**src/rtl/alu4_pkg.sv**
```systemverilog
// Shared definitions for the 4-bit ALU command sequencer: ALU control codes,
// sequencer state encoding and the op-code legality check.
package alu4_pkg;

  localparam logic [2:0] CLT_AND = 3'b000;
  localparam logic [2:0] CLT_OR  = 3'b001;
  localparam logic [2:0] CLT_ADD = 3'b010;
  localparam logic [2:0] CLT_SUB = 3'b110;
  localparam logic [2:0] CLT_SLT = 3'b111;

  typedef enum logic [1:0] {
    IDLE = 2'd0,
    READ = 2'd1,
    EXEC = 2'd2,
    RESP = 2'd3
  } state_t;

  // True for the five codes the ALU implements; 011/100/101 never reach it.
  function automatic logic clt_legal(input logic [2:0] op);
    case (op)
      CLT_AND, CLT_OR, CLT_ADD, CLT_SUB, CLT_SLT: return 1'b1;
      default:                                    return 1'b0;
    endcase
  endfunction

endpackage

```
**src/rtl/alu4_regfile.sv**
```systemverilog
// Private register file for the sequencer: NREG x WIDTH, async clear,
// r0 hardwired to zero, two operand read ports, one debug read port and a
// single synchronous write port.
module alu4_regfile #(
  parameter int WIDTH = 4,
  parameter int NREG  = 4,
  parameter int RW    = 2
) (
  input  logic             clk,
  input  logic             reset,
  input  logic             we,
  input  logic [RW-1:0]    wa,
  input  logic [WIDTH-1:0] wd,
  input  logic [RW-1:0]    ra0,
  input  logic [RW-1:0]    ra1,
  input  logic [RW-1:0]    dbg_sel,
  output logic [WIDTH-1:0] rd0,
  output logic [WIDTH-1:0] rd1,
  output logic [WIDTH-1:0] dbg_data
);

  logic [NREG-1:0][WIDTH-1:0] regs;

  // Write port; writes to r0 are dropped so the entry stays at its cleared value.
  always_ff @(posedge clk or posedge reset) begin
    if (reset) begin
      regs <= '0;
    end else if (we && (wa != '0)) begin
      regs[wa] <= wd;
    end
  end

  // Read ports force r0 to zero independently of the storage contents.
  assign rd0      = (ra0     == '0) ? '0 : regs[ra0];
  assign rd1      = (ra1     == '0) ? '0 : regs[ra1];
  assign dbg_data = (dbg_sel == '0) ? '0 : regs[dbg_sel];

endmodule

```
**src/rtl/alu4_seq.sv**
```systemverilog
// Multi-cycle command sequencer driving a combinational 4-bit ALU.
// IDLE accepts a command; LD and illegal ops answer straight from IDLE,
// legal ALU ops go READ (register operands) -> EXEC (sample ALU, write back)
// -> RESP, where the response is held until the consumer takes it.
module alu4_seq
  import alu4_pkg::*;
#(
  parameter int WIDTH = 4,
  parameter int NREG  = 4,
  parameter int RW    = 2
) (
  input  logic             clk,
  input  logic             reset,
  input  logic             cmd_valid,
  output logic             cmd_ready,
  input  logic             cmd_ld,
  input  logic [2:0]       cmd_op,
  input  logic [RW-1:0]    cmd_rd,
  input  logic [RW-1:0]    cmd_rs,
  input  logic [RW-1:0]    cmd_rt,
  input  logic [WIDTH-1:0] cmd_imm,
  output logic [WIDTH-1:0] alu_a,
  output logic [WIDTH-1:0] alu_b,
  output logic [2:0]       alu_clt,
  input  logic [WIDTH-1:0] alu_z,
  input  logic             alu_ex,
  output logic             rsp_valid,
  input  logic             rsp_ready,
  output logic [WIDTH-1:0] rsp_data,
  output logic             rsp_zero,
  output logic             rsp_ex,
  output logic             rsp_err,
  input  logic [RW-1:0]    dbg_sel,
  output logic [WIDTH-1:0] dbg_data
);

  state_t           state_q, state_d;
  logic [2:0]       op_q;
  logic [RW-1:0]    rd_q, rs_q, rt_q;
  logic             accept;
  logic             cmd_legal;
  logic             rf_we;
  logic [RW-1:0]    rf_wa;
  logic [WIDTH-1:0] rf_wd;
  logic [WIDTH-1:0] rf_rd0, rf_rd1;

  assign accept    = (state_q == IDLE) && cmd_valid;
  assign cmd_legal = clt_legal(cmd_op);

  // One write port shared by LD (at the accept edge, from the command bus)
  // and ALU write-back (at the EXEC edge, from the latched destination).
  assign rf_we = (accept && cmd_ld) || (state_q == EXEC);
  assign rf_wa = (state_q == EXEC) ? rd_q  : cmd_rd;
  assign rf_wd = (state_q == EXEC) ? alu_z : cmd_imm;

  alu4_regfile #(
    .WIDTH (WIDTH),
    .NREG  (NREG),
    .RW    (RW)
  ) u_rf (
    .clk      (clk),
    .reset    (reset),
    .we       (rf_we),
    .wa       (rf_wa),
    .wd       (rf_wd),
    .ra0      (rs_q),
    .ra1      (rt_q),
    .dbg_sel  (dbg_sel),
    .rd0      (rf_rd0),
    .rd1      (rf_rd1),
    .dbg_data (dbg_data)
  );

  // State register; reset drops any in-flight command.
  always_ff @(posedge clk or posedge reset) begin
    if (reset) state_q <= IDLE;
    else       state_q <= state_d;
  end

  // Next-state and handshake outputs.
  always_comb begin
    state_d   = state_q;
    cmd_ready = 1'b0;
    rsp_valid = 1'b0;
    case (state_q)
      IDLE: begin
        cmd_ready = 1'b1;
        if (cmd_valid) state_d = (cmd_ld || !cmd_legal) ? RESP : READ;
      end
      READ: state_d = EXEC;
      EXEC: state_d = RESP;
      RESP: begin
        rsp_valid = 1'b1;
        if (rsp_ready) state_d = IDLE;
      end
      default: state_d = IDLE;
    endcase
  end

  // Command latch, ALU operand registers and response registers. Operands are
  // read in READ, so a destination that aliases a source sees the old value.
  always_ff @(posedge clk or posedge reset) begin
    if (reset) begin
      op_q     <= '0;
      rd_q     <= '0;
      rs_q     <= '0;
      rt_q     <= '0;
      alu_a    <= '0;
      alu_b    <= '0;
      alu_clt  <= '0;
      rsp_data <= '0;
      rsp_zero <= 1'b0;
      rsp_ex   <= 1'b0;
      rsp_err  <= 1'b0;
    end else begin
      case (state_q)
        IDLE: begin
          if (cmd_valid) begin
            op_q <= cmd_op;
            rd_q <= cmd_rd;
            rs_q <= cmd_rs;
            rt_q <= cmd_rt;
            if (cmd_ld) begin
              rsp_data <= cmd_imm;
              rsp_zero <= (cmd_imm == '0);
              rsp_ex   <= 1'b0;
              rsp_err  <= 1'b0;
            end else if (!cmd_legal) begin
              rsp_data <= '0;
              rsp_zero <= 1'b1;
              rsp_ex   <= 1'b0;
              rsp_err  <= 1'b1;
            end
          end
        end
        READ: begin
          alu_a   <= rf_rd0;
          alu_b   <= rf_rd1;
          alu_clt <= op_q;
        end
        EXEC: begin
          rsp_data <= alu_z;
          rsp_ex   <= alu_ex;
          rsp_zero <= (alu_z == '0);
          rsp_err  <= 1'b0;
        end
        default: ;
      endcase
    end
  end

endmodule

```
**config.mk**
```make
export PLATFORM = sky130hd
export DESIGN_NAME = alu4_seq
export DESIGN_NICKNAME = d
export VERILOG_FILES = /design/src/rtl/alu4_pkg.sv /design/src/rtl/alu4_regfile.sv /design/src/rtl/alu4_seq.sv
export SDC_FILE = /design/constraint.sdc
export NUM_CORES = 1
export LEC_CHECK = 0
export ABC_AREA = 1
export CORE_ASPECT_RATIO = 1.1
export CORE_MARGIN = 1.5
export CORE_UTILIZATION = 53
export CTS_BUF_LIST = sky130_fd_sc_hd__clkbuf_16
export DETAILED_ROUTE_END_ITERATION = 8
export PLACE_DENSITY = 0.78
export SYNTH_ARGS = -nofsm -noshare
export SYNTH_HDL_FRONTEND = slang
export SYNTH_SLANG_ARGS = --single-unit
```
**constraint.sdc**
```tcl
create_clock -name clk -period 4.3 [get_ports clk]
set_clock_uncertainty 0.15 [all_clocks]
set_input_delay 0.43 -clock clk [delete_from_list [all_inputs] [get_ports clk]]
set_output_delay 0.43 -clock clk [all_outputs]
set_load 0.02 [all_outputs]
```
-- After elaboration in Yosys (flattened, before gate mapping)
Cells that the tools add are included.
- flip-flop bits (word level): 45
- word-level logic and storage cells: 87
- magnitude comparators: 5
- equal/unequal tests: 10
- multiplexer cells: 36
- reduce and logical (&&, ||, !) cells: 20
- operators by type and width (kind ; number):
    4-bit 2-to-1 mux ; 11
    4-bit binary-select mux with 2-bit select ; 3
    16-bit bitwise mux ; 1
    2-bit by 3-bit less-than comparator with 1-bit output (second input constant) ; 4
    1-bit 2-to-1 mux ; 11
    4-bit demux with 2-bit select ; 1
    2-bit logical NOT ; 4
    4-bit logical NOT ; 2
    2-bit 2-to-1 mux ; 4
    2-bit case mux with 4 select lines ; 1
    4-bit case mux with 2 select lines ; 1
    3-bit == test (second input constant) ; 2
    1-bit case mux with 2 select lines ; 3
    5-bit OR reduction ; 1
    2-bit == test (second input constant) ; 2
    1-bit logical AND ; 4
    2-bit != test (second input constant) ; 2
    2-bit AND reduction ; 2
    2-bit nonzero test ; 2
    3-bit by 1-bit == test with 1-bit output (second input constant) ; 1
    3-bit by 2-bit == test with 1-bit output (second input constant) ; 1
    3-bit logical NOT ; 1
    3-bit != test (second input constant) ; 1
    3-bit AND reduction ; 1
    other kinds (4) ; 5

-- Logic depth before layout (Yosys ltp)
- depth after elaboration: 8
- gate-level depth with buffers: 9
- depth with buffers taken out: 8

-- By module
Synthesis repeated with hierarchy kept, for this count alone.
- cells, all modules: 316
- area total of the unflattened synthesis: 2468.6 µm²
- by module, submodules not included (module ; instances ; cells each ; area each (µm²)):
    alu4_seq ; 1 ; 150 ; 1400.1
    alu4_regfile ; 1 ; 166 ; 1068.5

-- Worst setup path before layout
Ideal clock, no wire load.
- path kind: in2out
- start: in dbg_sel[0]
- end: out dbg_data[3]
- data arrival time: 1236 ps
- data required time: 3720 ps
- setup slack: 2484 ps
- stages on the path: 5
- path buffers: 1
- cells stage by stage: buf_2 -> inv_1 -> a21oi_1 -> o21ai_0 -> a21oi_1
- cells in the longest elaborated chain, start to end: 3
- elaborated cells between the ends (all ways): 4
- RTL lines (what ; RTL line ; source):
    from (decl) ; alu4_seq.sv:33 ; input logic [RW-1:0] dbg_sel,
    4-bit binary-select mux with 2-bit select ; alu4_regfile.sv:36 ; assign dbg_data = (dbg_sel == '0) ? '0 : regs[dbg_sel];
    4-bit 2-to-1 mux (implied by the code) ; alu4_regfile.sv:36 ;
    4-bit 2-to-1 mux * ; alu4_regfile.sv:36 ;
    to (decl) ; alu4_seq.sv:34 ; output logic [WIDTH-1:0] dbg_data
Every way passes the cells marked *; elsewhere a longest branch is shown, timed or not. The select of a mux whose other input is x is not followed.

-- Worst setup path after layout
Same ends and word-level chain as after synthesis.

==> flow_metrics.env <==
export IMPL_drtIter0Drc=208
export IMPL_drc=0
export IMPL_syn_avg_cell_area_um2=7.65
export IMPL_grt_setup_unrepaired="no"
export IMPL_dieArea_um2=4820
export IMPL_clk_latency_ns=0.28
export IMPL_p_leak_nw=1.44
export IMPL_numCtsBuffers=5
export IMPL_core_um2=4250
export IMPL_ir_worst_vdd_v=0.000502
export IMPL_relSlewSlack_pct=55.4
export IMPL_port_buffers=48
export IMPL_crit_path_end_kind="output pin"
export IMPL_setup_tns_final_ns=0
export IMPL_tightest_slew_ns=0.661
export IMPL_hold_slack_ns=0.234
export IMPL_yosysSeqAreaShare_pct=48.1
export IMPL_crit_end="dbg_data[3]"
export IMPL_crit_path_start="dbg_sel[0]"
export IMPL_cts_tree="yes"
export IMPL_setup_viol=0
export IMPL_yosysUniqueCellTypes=24
export IMPL_netlist_area_um2=2340
export IMPL_final_nets=381
export IMPL_layout_setup_ws_ns=1.49
export IMPL_dr_pass1_iters=4
export IMPL_fp_dieW_um=66.4
export IMPL_cp_required_ns=3.72
export IMPL_post_cts_buffers=0
export IMPL_crit_arrival_ns=2.23
export IMPL_cp_slowest_cell="clkdlybuf4s50_1"
export IMPL_start_kind="primary input"
export IMPL_maxCapViolCount=0
export IMPL_grt_use_total_pct=23.5
export IMPL_cts_root_buf="clkbuf_16"
export IMPL_yosysWarnings=0
export IMPL_antenna_found_initial=0
export IMPL_synth_nets=336
export IMPL_rows=25
export IMPL_crit_path_max_fanout=9
export IMPL_grt_pass1_vias=1893
export IMPL_grt_overflow_total=0
export IMPL_gp_congestion=0.789
export IMPL_r2r_slack_ns=1.99
export IMPL_holdCritStartpoint="u_rf.regs[3]"
export IMPL_slew_violations=0
export IMPL_path_clk_slew_ns=0.06
export IMPL_grt_max_degree=46
export IMPL_total_power_mw=2.15
export IMPL_min_path_cells=0
export IMPL_reg2reg_to="rsp_data[0]"
export IMPL_wl_per_cell_um=12.9
export IMPL_drtAntennaViolNets=0
export IMPL_worstPathCellList="clkdlybuf4s50_1 -> inv_1 -> a21oi_1 -> o21ai_0 -> a21oi_1 -> clkdlybuf4s50_1"
export IMPL_hold_viol=0
export IMPL_routed_wl_um=5240
export IMPL_fin_crit_sh_pct=65.4
export IMPL_dp_hpwl_um=3730
export IMPL_synth_cells=306
export IMPL_cts_max_level=2
export IMPL_cp_num_cells=6
export IMPL_r2r_start="state_q[0]"
export IMPL_cpPeakStageDelay_ns=0.63
export IMPL_antenna_cells=0
export IMPL_vias=2169
export IMPL_ctsHoldBuffers=0
export IMPL_die_h_um=72.7
export IMPL_postCtsResizedCells=0
export IMPL_pin_count=49
export IMPL_clockBufferDepth=2
export IMPL_critPathTopFamily="buffers and inverters"
export IMPL_status="finished clean"
export IMPL_via_per_inst=5.34
export IMPL_ys_seq_elements=45
export IMPL_post_route_util_pct=70.6
export IMPL_initial_core_util_pct=55.0
export IMPL_max_freq_mhz=356
export IMPL_dp_slack_ns=1.51
export IMPL_area_delta_synth_final_pct=28.4
export IMPL_reg2regPathDepth=7
export IMPL_path_class="in2out"
export IMPL_fin_crit_ns=2.81
export IMPL_grt_pass1_wl_um=8630
export IMPL_worst_path_buf_inv=3
export IMPL_p_per_area_nw_per_um2=716
export IMPL_clock_sinks=45
export IMPL_hold_class="reg2reg"
export IMPL_drive_above_1_share_pct=6.82
report_power, final:
part	total [mW]	internal, mW	switching (mW)
registers	0.773	0.595	0.178
logic	0.952	0.385	0.567
clock network	0.424	0.272	0.153
total	2.15	1.25	0.897
cell usage after synthesis (all sizes together):
| library cell | n | area [um2] |
|---|---|---|
| a21oi | 9 | 45.0 |
| buf | 6 | 38.8 |
| clkbuf | 5 | 18.8 |
| dfrtp | 45 | 1130 |
| ha | 5 | 62.6 |
| inv | 23 | 86.3 |
| nand2 | 106 | 408 |
| nand3 | 36 | 203 |
| nand3b | 1 | 7.51 |
| nand4 | 1 | 6.26 |
| nor2 | 26 | 97.6 |
| o21ai | 39 | 214 |
| o21bai | 1 | 7.51 |
| o22ai | 1 | 6.26 |
| or2 | 2 | 12.5 |
cell type report:
type | count | area [um2]
well taps | 54 | 67.6
clock inverters | 3 | 41.3
clock buffers | 5 | 125
repair buffers | 49 | 488
multi-input cells | 227 | 1070
inverters | 23 | 86.3
flip-flops and latches | 45 | 1130
fillers | 348 | 1250
layout by cell type (no fill, tap or decap), types with 2 or more instances in the layout:
cell and n:
nand2_1 102, clkdlybuf4s50_1 48, or2_2 2, o21ai_2 2
clkbuf_16 5, nand3_1 33, ha_1 5, inv_1 19
o21ai_0 24, dfrtp_1 45, nand2_2 4, inv_2 4
o21ai_1 12, a21oi_1 9, nand3_2 2, nor2_1 26
sequential cells by signal, indices dropped and copies added, names as in the netlist:
register / cells
rsp_err: 1
rd_q: 2
rsp_ex: 1
rt_q: 2
rs_q: 2
alu_b: 4
rsp_data: 4
alu_clt: 3
op_q: 3
u_rf.regs: 16
alu_a: 4
state_q: 2
rsp_zero: 1
cell families (layout without fill, tap and decap cells):
| family | Yosys count | count (layout) | share of synthesized area, % |
|---|---|---|---|
| AO/OA/AOI/OAI | 50 | 50 | 11.7 |
| adder cells (fa/ha/maj) | 5 | 5 | 2.67 |
| buffers and inverters | 34 | 80 | 6.15 |
| flip-flops | 45 | 45 | 48.1 |
| AND/OR/NAND/NOR | 172 | 172 | 31.4 |
through the flow:
step / cell area [um2] / std cells
final: 3000 / 406
after floorplan: 2340 / 306
after detailed placement: 2840 / 398
after CTS: 3000 / 406
after global routing: 3000 / 406
after global placement: 2840 / 398
how the worst min path moves through the flow:
stage | to | slack (ns)
after global placement | u_rf.regs[3] | 0.22
after global routing | u_rf.regs[3] | 0.25
after floorplan | u_rf.regs[3] | 0.28
after CTS | u_rf.regs[3] | 0.24
final | u_rf.regs[3] | 0.23
after detailed placement | u_rf.regs[3] | 0.22
metal layers:
layer	vias up	share of wire, %	GRT usage, %
met2	87	46	36.7
met3	20	6.6	4.48
met5	-	0	0
met1	979	44	31.9
li1	1083	-	-
met4	0	3.4	10.2
Note: power is estimated with default switching activity, not from simulation.
